===== src/rtl/fold_mem_scheduler.sv =====
// fold_mem_scheduler: round-robin sharing of one folded BW x MW bank; each job fills, increments, then drains it.
module fold_mem_scheduler #(
    parameter int BW = 8,
    parameter int MW = 16,
    parameter int NREQ = 3,
    localparam int IDW = (NREQ > 1) ? $clog2(NREQ) : 1
) (
    input  logic              clk,
    input  logic              rst,
    input  logic [NREQ-1:0]   req,
    input  logic [NREQ*BW-1:0] req_data,
    output logic [NREQ-1:0]   gnt,
    output logic              busy,
    output logic              out_valid,
    input  logic              out_ready,
    output logic [BW-1:0]     out_data,
    output logic [IDW-1:0]    out_id,
    output logic              out_last,
    output logic [NREQ-1:0]   done
);
    localparam int AW = $clog2(MW);
    localparam int CW = IDW + 1;

    typedef enum logic [1:0] {IDLE, FILL, PROC, DRAIN} state_t;

    state_t         st, nxt;
    logic [AW-1:0]  addr;
    logic [IDW-1:0] owner, ptr, win;
    logic [CW-1:0]  cand;
    logic [BW-1:0]  data;
    logic [BW-1:0]  mem [MW];
    logic           last, fire;

    assign last      = addr == AW'(MW - 1);
    assign busy      = st != IDLE;
    assign out_valid = st == DRAIN;
    assign fire      = out_valid && out_ready;
    assign out_data  = out_valid ? mem[addr] : '0;
    assign out_id    = out_valid ? owner : '0;
    assign out_last  = out_valid && last;

    // scan downward so the candidate closest to ptr overwrites the others
    always_comb begin
        win  = ptr;
        cand = '0;
        for (int i = NREQ - 1; i >= 0; i--) begin
            cand = {1'b0, ptr} + CW'(i);
            cand = (cand >= CW'(NREQ)) ? cand - CW'(NREQ) : cand;
            win  = req[cand[IDW-1:0]] ? cand[IDW-1:0] : win;
        end
    end

    always_comb begin
        nxt = st;
        case (st)
            IDLE:    nxt = |req ? FILL : IDLE;
            FILL:    nxt = last ? PROC : FILL;
            PROC:    nxt = last ? DRAIN : PROC;
            DRAIN:   nxt = (fire && last) ? IDLE : DRAIN;
            default: nxt = IDLE;
        endcase
    end

    always_ff @(posedge clk)
        st <= rst ? IDLE : nxt;

    always_ff @(posedge clk) begin
        if (st == FILL)
            mem[addr] <= data;
        else if (st == PROC)
            mem[addr] <= mem[addr] + BW'(1);
    end

    always_ff @(posedge clk) begin
        if (rst) begin
            addr  <= '0;
            owner <= '0;
            ptr   <= '0;
            data  <= '0;
            gnt   <= '0;
            done  <= '0;
        end else begin
            gnt  <= '0;
            done <= '0;
            if (st == IDLE && |req) begin
                owner <= win;
                data  <= req_data[int'(win)*BW +: BW];
                gnt   <= NREQ'(1) << win;
                addr  <= '0;
            end else if (st == FILL || st == PROC || fire) begin
                addr <= last ? '0 : addr + AW'(1);
            end
            if (fire && last) begin
                done <= NREQ'(1) << owner;
                ptr  <= (int'(owner) == NREQ - 1) ? '0 : owner + IDW'(1);
            end
        end
    end
endmodule


===== config.mk =====
export PLATFORM = sky130hd
export DESIGN_NAME = fold_mem_scheduler
export DESIGN_NICKNAME = d
export VERILOG_FILES = /design/src/rtl/fold_mem_scheduler.sv
export SDC_FILE = /design/constraint.sdc
export NUM_CORES = 1
export LEC_CHECK = 0
export ABC_AREA = 1
export BUFFER_PORTS_ARGS = -buffer_cell sky130_fd_sc_hd__buf_4
export CAP_MARGIN = 10
export CORE_ASPECT_RATIO = 0.9
export CORE_MARGIN = 1.5
export CORE_UTILIZATION = 40
export DETAILED_ROUTE_END_ITERATION = 6
export SETUP_SLACK_MARGIN = 0.2
export SLEW_MARGIN = 10
export SYNTH_ARGS = -nofsm -noshare
export SYNTH_HDL_FRONTEND = slang
export SYNTH_SLANG_ARGS = --single-unit

===== constraint.sdc =====
create_clock -name clk -period 2.15 [get_ports clk]
set_input_delay 0.1075 -clock clk [delete_from_list [all_inputs] [get_ports clk]]
set_output_delay 0.1075 -clock clk [all_outputs]
set_load 0.005 [all_outputs]

==> results.md, run 1 <==
* Status: complete, but fails checks
* Violated checks: negative setup slack
* Number of cells in the finished layout apart from fillers at 1142
* Final worst setup slack at -59.89 ps
* Max clock buf depth at 2
* Diodes inserted at 0
* I/O pin count at 49
* Max_slew headroom at 78.19%
* Final RePlAce weighted congestion at 0.8073
* Setup Skew at 11.87 ps
* Top FF cell, synth: edfxtp_1
* Worst Path Required at 2040 ps
* Worst-path clk slew at 60 ps
* Chip Height at 128.9 um
* Area occupied by multi-input gates at 2546 um^2
* Achievable frequency at 0.4525 GHz
* Final number of setup-violating endpoints at 68
* Vias in the first global route at 5407
* Hpwl dp at 11450 um
* RSZ-0062 raised after global routing: true
* Leak at 4.116 nW
* GRT Overall Usage at 21.19%
* Pwr/cell area at 756.1 nW/um^2
* First-pass GRT wire length at 28870 um
* Startpoint types: register
* DR iter-0 viols at 389
* Synth top cells by count: nand2_1, edfxtp_1, inv_1
* Cells after synthesis at 755
* Final max-slew violation count at 0
* Routed WL per cell at 16.86 um
* Final core occ at 57.59%
* Total gr overflow at 0
* Core area at 17060 um^2
* Cell Chain, Critical Path: clkinv_8 -> buf_12 -> buf_16 -> nand2_1 -> nand3_1 -> nand3_1 -> nand3_2 -> nand2_2 -> buf_4 -> inv_1 -> nor2_1 -> buf_4
* Share of the synthesized area in the top cell type at 54.54%
* Horiz. Die Dim at 142.9 um
* Starting Density at 41.31%
* Data arrival, critical path at 2100 ps
* Area contributors post-synth: edfxtp_1, nand2_1, dfxtp_1
* Fraction of layout cells with a size suffix above 1 at 28.67%
* Area Overhead vs Synth at 39.39%
* Clk sinks at 156
* Minimum clock period after layout at 2210 ps
* Max VDD drop at 0.0006485 V
* Pre-CTS WS at -49.04 ps
* Crit. End Element: output port
* Die area at 18430 um^2
* Final hold vios at 0
* Crit path max fanout at 7
* Initial antenna violation count at 0
* Mapped Nets at 798
* Register area share after synthesis at 62.49%
* Setup total negative slack at -1382 ps
* Routed WL at 19260 um
* CTS tree: yes
* Kind of critical path: reg -> out
* Area after DPL at 8164 um^2
* Number of synthesized register bits at 156
* Async SR Flop Fraction at 0%
* DRC Markers at 0
* IO buf count at 48
* Placed Cells at 1070
* Avg Vias per Cell at 4.936
* Placement row count at 45
* Routed vias at 5637
* Largest net degree at the start of global routing at 25
* EDFF count, synth at 128
* Drt first pass iters at 5
* Count leader, synth: nand2_1
* Netlist cell types at 28
* Max-Cap Viols at 0
* Final net count at 937
* Worst R2R Setup Slack at -30 ps
* Mapped Avg Cell Area at 9.335 um^2
* Worst-Skew Late Latency at 430 ps
* Min-Delay Path Class: in -> reg
* Syn Std Cell Area at 7048 um^2
* Slowest stage cell on the critical path: dfxtp_4
* CTS buffer count at 17
* Yosys warning count at 0
* Max H-tree Level at 4
* Design area at 9824 um^2
* Register area at 4415 um^2
* Root Driver: clkbuf_16
* CP max stage delay at 450 ps
* Fill count at 1418
* Number of routed nets with antenna violations at 0
* Leading area contributor after synthesis: edfxtp_1
* Fin crit share at 102.8%
* Slew @ Worst Pin at 325.1 ps
[critical path: cells and delay by family (launching register included)]
family | cells | cell delay (ps)
buffers and inverters | 6 | 720
and+or+nand+nor | 6 | 510
DFF | 1 | 450
[power by group]
group	switching (mW)	internal (mW)	leakage (nW)
Sequential	0.0247	3.35	1.41
Clock	1.24	1.99	0.302
Combinational	0.450	0.382	2.40
[kinds of logic (layout without fill, tap and decap cells)]
group | after synthesis | in the layout | share of synthesized area [%]
simple gates | 414 | 415 | 24.20
fa+ha+maj | 13 | 13 | 2.308
flops | 156 | 156 | 62.49
xor+xnor | 2 | 2 | 0.2486
buf+inv | 130 | 281 | 7.562
compound gates | 40 | 40 | 3.195
[layer usage]
layer	vias up	GRT usage [%]	part of all wire (%)
li1	2751	-	-
met1	2702	29.04	45
met2	165	34.19	48
met3	19	4.689	5.6
met4	0	5.458	1.0
met5	-	0	0
[per-stage QoR]
stage          hold slack (ps)  power (mW)
3_5_place_dp             312.6       4.027
2_1_floorplan            186.0       3.743
4_1_cts                  24.07       7.361
3_3_place_gp             314.2       4.022
5_1_grt                  51.29       7.662
6_report                 33.57       7.429
[worst paths after layout]
path | from | to | depth (start not counted)
hold / removal | req_data[0] | data[0]$_SDFFE_PP0P_ | 5
hold reg to reg | data[0]$_SDFFE_PP0P_ | data[0]$_SDFFE_PP0P_ | 2
setup reg to reg | register | mem[15][6]$_DFFE_PP_ | 14
setup / recovery | register | out_data[3] | 12
[registers in the layout, summed over array words and instances, names as in the netlist, named ones only]
register / cells
owner: 2
addr: 4
done: 3
ptr: 2
mem: 128
st: 2
gnt: 3
data: 8
[cell usage in the layout, fill, tap and decap left out, types with 3 or more instances in the layout]
master	instances
buf_4	90
inv_2	8
nor2_4	6
buf_16	5
dfxtp_1	25
nand3_2	31
o21ai_1	9
dfxtp_4	3
ha_2	3
buf_6	7
inv_6	3
inv_1	89
clkbuf_16	20
bufinv_16	4
nand3_1	56
edfxtp_1	128
inv_4	4
nand4_1	10
ha_1	8
nand2_2	27
nand2_4	7
buf_12	16
clkinvlp_4	3
o211ai_1	5
nand2_1	214
nor2_1	52
nor2_2	6
nand3_4	3
o21ai_0	11
dlygate4sd3_1	23
a21oi_1	6
[final cells by class]
type,count,share of cell area [%]
well taps,235,2.993
flip-flops and latches,156,44.94
clock inverters,12,1.872
repair buffers,144,15.45
inverters,105,4.279
multi-input cells,470,25.92
clock buffers,20,4.547
[what timing repair did]
| action | CTS | global route |
|---|---|---|
| cloned | 6 | 3 |
| hold buffers | 23 | 0 |
| pin swaps | 17 | 29 |
| setup buffers | 3 | 5 |
| hold endpoints to repair | 11 | 0 |
| endpoints found under the setup margin | 130 | 149 |
| gates resized for setup | 49 | 90 |
Power figures use the tool's default switching activity.
==> inputs of run 2 (changes only) <==
--- a/config.mk
+++ b/config.mk
@@ -10,9 +10,10 @@
 export CAP_MARGIN = 10
 export CORE_ASPECT_RATIO = 0.9
 export CORE_MARGIN = 1.5
-export CORE_UTILIZATION = 40
+export CORE_UTILIZATION = 50
 export DETAILED_ROUTE_END_ITERATION = 6
-export SETUP_SLACK_MARGIN = 0.2
+export PLACE_DENSITY = 0.71
+export SETUP_SLACK_MARGIN = 0.15
 export SLEW_MARGIN = 10
 export SYNTH_ARGS = -nofsm -noshare
 export SYNTH_HDL_FRONTEND = slang
==> run 2 against run 1 <==
Effect of this change:
- flip-flop and latch count unchanged
- core utilization increased by 14 points
- die area decreased by 20%
- the flow still finishes with violations (negative setup slack)
- design area decreased by 1.5%
- register-to-register slack got worse by 160 ps
- first-iteration DRC count increased by 120%
- setup slack got worse by 130 ps
- critical path depth increased by 4
- largest power group is now clock
- maximum frequency decreased by 5.6%
- sequential share of layout area increased by 0.64 points
- largest cell class unchanged
- count of clock-buffer cells in the layout decreased by 2
==> results.md, run 2 (synthesis gave the netlist of run 1 again) <==
* Core area at 13560 um^2 (-20%)
* Share of power burned in the clock network at 45.1% (+1.7 points)
* Pre-CTS WS at -118.5 ps (-69.44 ps)
* Hold_ws at 13.85 ps (-19.72 ps)
* Net Switching at 1.717 mW (+0.22%)
* Max VDD drop at 0.0006100 V (-5.9%)
* Placement row count at 40 (-11%)
* Final hold vios at 0 (unchanged)
* Max clock buf depth at 2 (unchanged)
* Max_slew headroom at 77.19% (-1.0 points)
* Data arrival, critical path at 2520 ps (+420 ps)
* Starting Density at 51.96% (+11 points)
* Final Power at 7.646 mW (+2.9%)
* Setup total negative slack at -8771 ps (-7388 ps)
* Final number of setup-violating endpoints at 103 (+51%)
* Max reg flops at 128 (unchanged)
* Largest net degree at the start of global routing at 29 (+16%)
* GRT Overall Usage at 25.82% (+4.6 points)
* Pwr/cell area at 789.9 nW/um^2 (+4.5%)
* RSZ-0062 raised after global routing: true
* Combinational share of power at 10.8% (-0.4 points)
* Avg Vias per Cell at 5.533 (+12%)
* Slowest stage cell on the critical path: dfxtp_4
* Startpoint types: register
* Fin crit share at 108.9% (+6.1 points)
* Switching Share at 22.46% (-0.61 points)
* Crit. End Element: register
* First-pass GRT wire length at 28500 um (-1.3%)
* Reg power frac at 44.1% (-1.3 points)
* Chip Height at 115.6 um (-10%)
* Initial antenna violation count at 1 (+1)
* Area after DPL at 8089 um^2 (-0.92%)
* Routed WL per cell at 18.36 um (+8.9%)
* Internal at 5.929 mW (+3.7%)
* Most common cell on crit path: nand2_1
* Crit path max fanout at 8 (+1)
* Min-Delay Path Class: in -> reg
* Crit path buffers/inverters at 5 (-1)
* Die area at 14820 um^2 (-20%)
* Root Driver: clkbuf_16
* Minimum clock period after layout at 2342 ps (+131.8 ps)
* Cell Chain, Critical Path: inv_6 -> buf_12 -> nand2_1 -> nand2_1 -> nand2_1 -> nand3_1 -> nand3_1 -> nand2_2 -> buf_4 -> buf_4 -> nand3_2 -> nor2_1 -> nand2_1 -> nand3_1 -> nand2_1 -> buf_4
* Register area at 4412 um^2 (about the same)
* CP max stage delay at 380 ps (-70 ps)
* Worst Path Required at 2330 ps (+290 ps)
* Most frequent cells in the layout: nand2_1, edfxtp_1, buf_4, inv_1, nand3_1
* Achievable frequency at 0.4270 GHz (-5.6%)
* Fill count at 899 (-37%)
* Kind of critical path: reg -> reg
* CTS buffer count at 17 (unchanged)
* Violated checks: negative setup slack
* I/O pin count at 49 (unchanged)
* Area Overhead vs Synth at 37.33%
* Design area at 9679 um^2 (-1.5%)
* Vias in the first global route at 5727 (+5.9%)
* Final net count at 944 (+0.75%)
* Top reg by flops: mem
* Hpwl dp at 11510 um (+0.58%)
* Final worst setup slack at -191.7 ps (-131.8 ps)
* Status: complete, but fails checks
* IO buf count at 48 (unchanged)
* Routed vias at 6108 (+8.4%)
* Max-Cap Viols at 0 (unchanged)
* Slew @ Worst Pin at 340.9 ps (+15.77 ps)
* Biggest regs: mem x128, data x8, addr x4
* Worst-path clk slew at 60 ps (about the same)
* Leak at 4.138 nW (+0.51%)
* Worst-Skew Late Latency at 430 ps (about the same)
* Clk sinks at 156 (unchanged)
* Number of routed nets with antenna violations at 0 (unchanged)
* Total gr overflow at 0 (unchanged)
* Fraction of layout cells with a size suffix above 1 at 27.57% (-1.1 points)
* Final max-slew violation count at 0 (unchanged)
* Final RePlAce weighted congestion at 0.8535 (+5.7%)
* Drt first pass iters at 6 (+1)
* Delay-heaviest family, CP: simple AND/OR/NAND/NOR gates
* Commonest non-fill, non-tap cell in the layout: nand2_1
* DR iter-0 viols at 850 (+120%)
* Area occupied by multi-input gates at 2484 um^2 (-2.5%)
* Min-delay src: req_data[0]
* Horiz. Die Dim at 128.2 um (-10%)
* Routed WL at 20270 um (+5.2%)
* Max H-tree Level at 4 (unchanged)
* Setup Skew at 8.340 ps (-3.530 ps)
* DRC Markers at 0 (unchanged)
* CTS tree: yes
## run 2: cell types whose count changed in the layout (fill, tap and decap cells not counted), sizes merged
cell,delta
diode,+1
buf,+4
bufinv,+2
inv,+1
nand2,+1
clkinvlp,-1
## run 2: what timing repair did
action | 4_1_cts | 5_1_grt
hold buffers | 23 | 0
endpoints found under the hold margin | 11 | 0
buffers inserted | 2 | 9
cloned | 1 | 7
pin swaps | 12 | 19
resized for setup | 50 | 68
endpoints found under the setup margin | 112 | 114
## run 2: path summary, 6_finish.rpt
check	depth (start not counted)	to	slack (ps)
worst max-delay path	16	mem[7][5]$_DFFE_PP_	-190
worst max register to register	16	mem[7][5]$_DFFE_PP_	-190
worst min-delay path	5	data[0]$_SDFFE_PP0P_	10
worst min register to register	2	data[0]$_SDFFE_PP0P_	450
## run 2: power by group through the flow
| stage | registers, mW | clock network, mW | logic (mW) |
|---|---|---|---|
| 4_1_cts | 3.37 | 3.44 | 0.673 |
| 2_1_floorplan | 3.43 | 0 | 0.310 |
| 3_5_place_dp | 3.44 | 0 | 0.568 |
| 6_report | 3.37 | 3.45 | 0.824 |
| 5_1_grt | 3.38 | 3.57 | 0.877 |
| 3_3_place_gp | 3.43 | 0 | 0.551 |
## run 2: through the flow
stage	utilization, %	std cells
2_1_floorplan	-	755
3_3_place_gp	59.64	1029
3_5_place_dp	59.64	1029
4_1_cts	68.17	1087
5_1_grt	71.37	1104
6_report	71.37	1104
## run 2: final cells by class
class | instances | share of cell area, %
antenna | 1 | 0.02585
sequential | 156 | 45.58
clock buffer | 18 | 4.537
multi-input combinational | 471 | 25.66
timing repair buffer | 150 | 15.03
inverter | 105 | 4.240
tap | 189 | 2.443
clock inverter | 14 | 2.482
## run 2: worst reg2reg max path: stages (launching register included)
cell,delay [ps]
dfxtp_4,380
inv_6,100
buf_12,130
nand2_1,70
nand2_1,80
nand2_1,60
nand3_1,110
nand3_1,100
nand2_2,110
buf_4,120
buf_4,120
nand3_2,110
nor2_1,150
nand2_1,90
nand3_1,100
nand2_1,70
buf_4,180
## run 2: metal layers
metal | wire length, um | part of all wire [%] | GRT usage, %
met2 | 9770 | 48 | 41.68
met1 | 7951 | 39 | 32.64
met5 | 0 | 0 | 0
met4 | 790 | 3.9 | 13.48
met3 | 1757 | 8.7 | 6.371
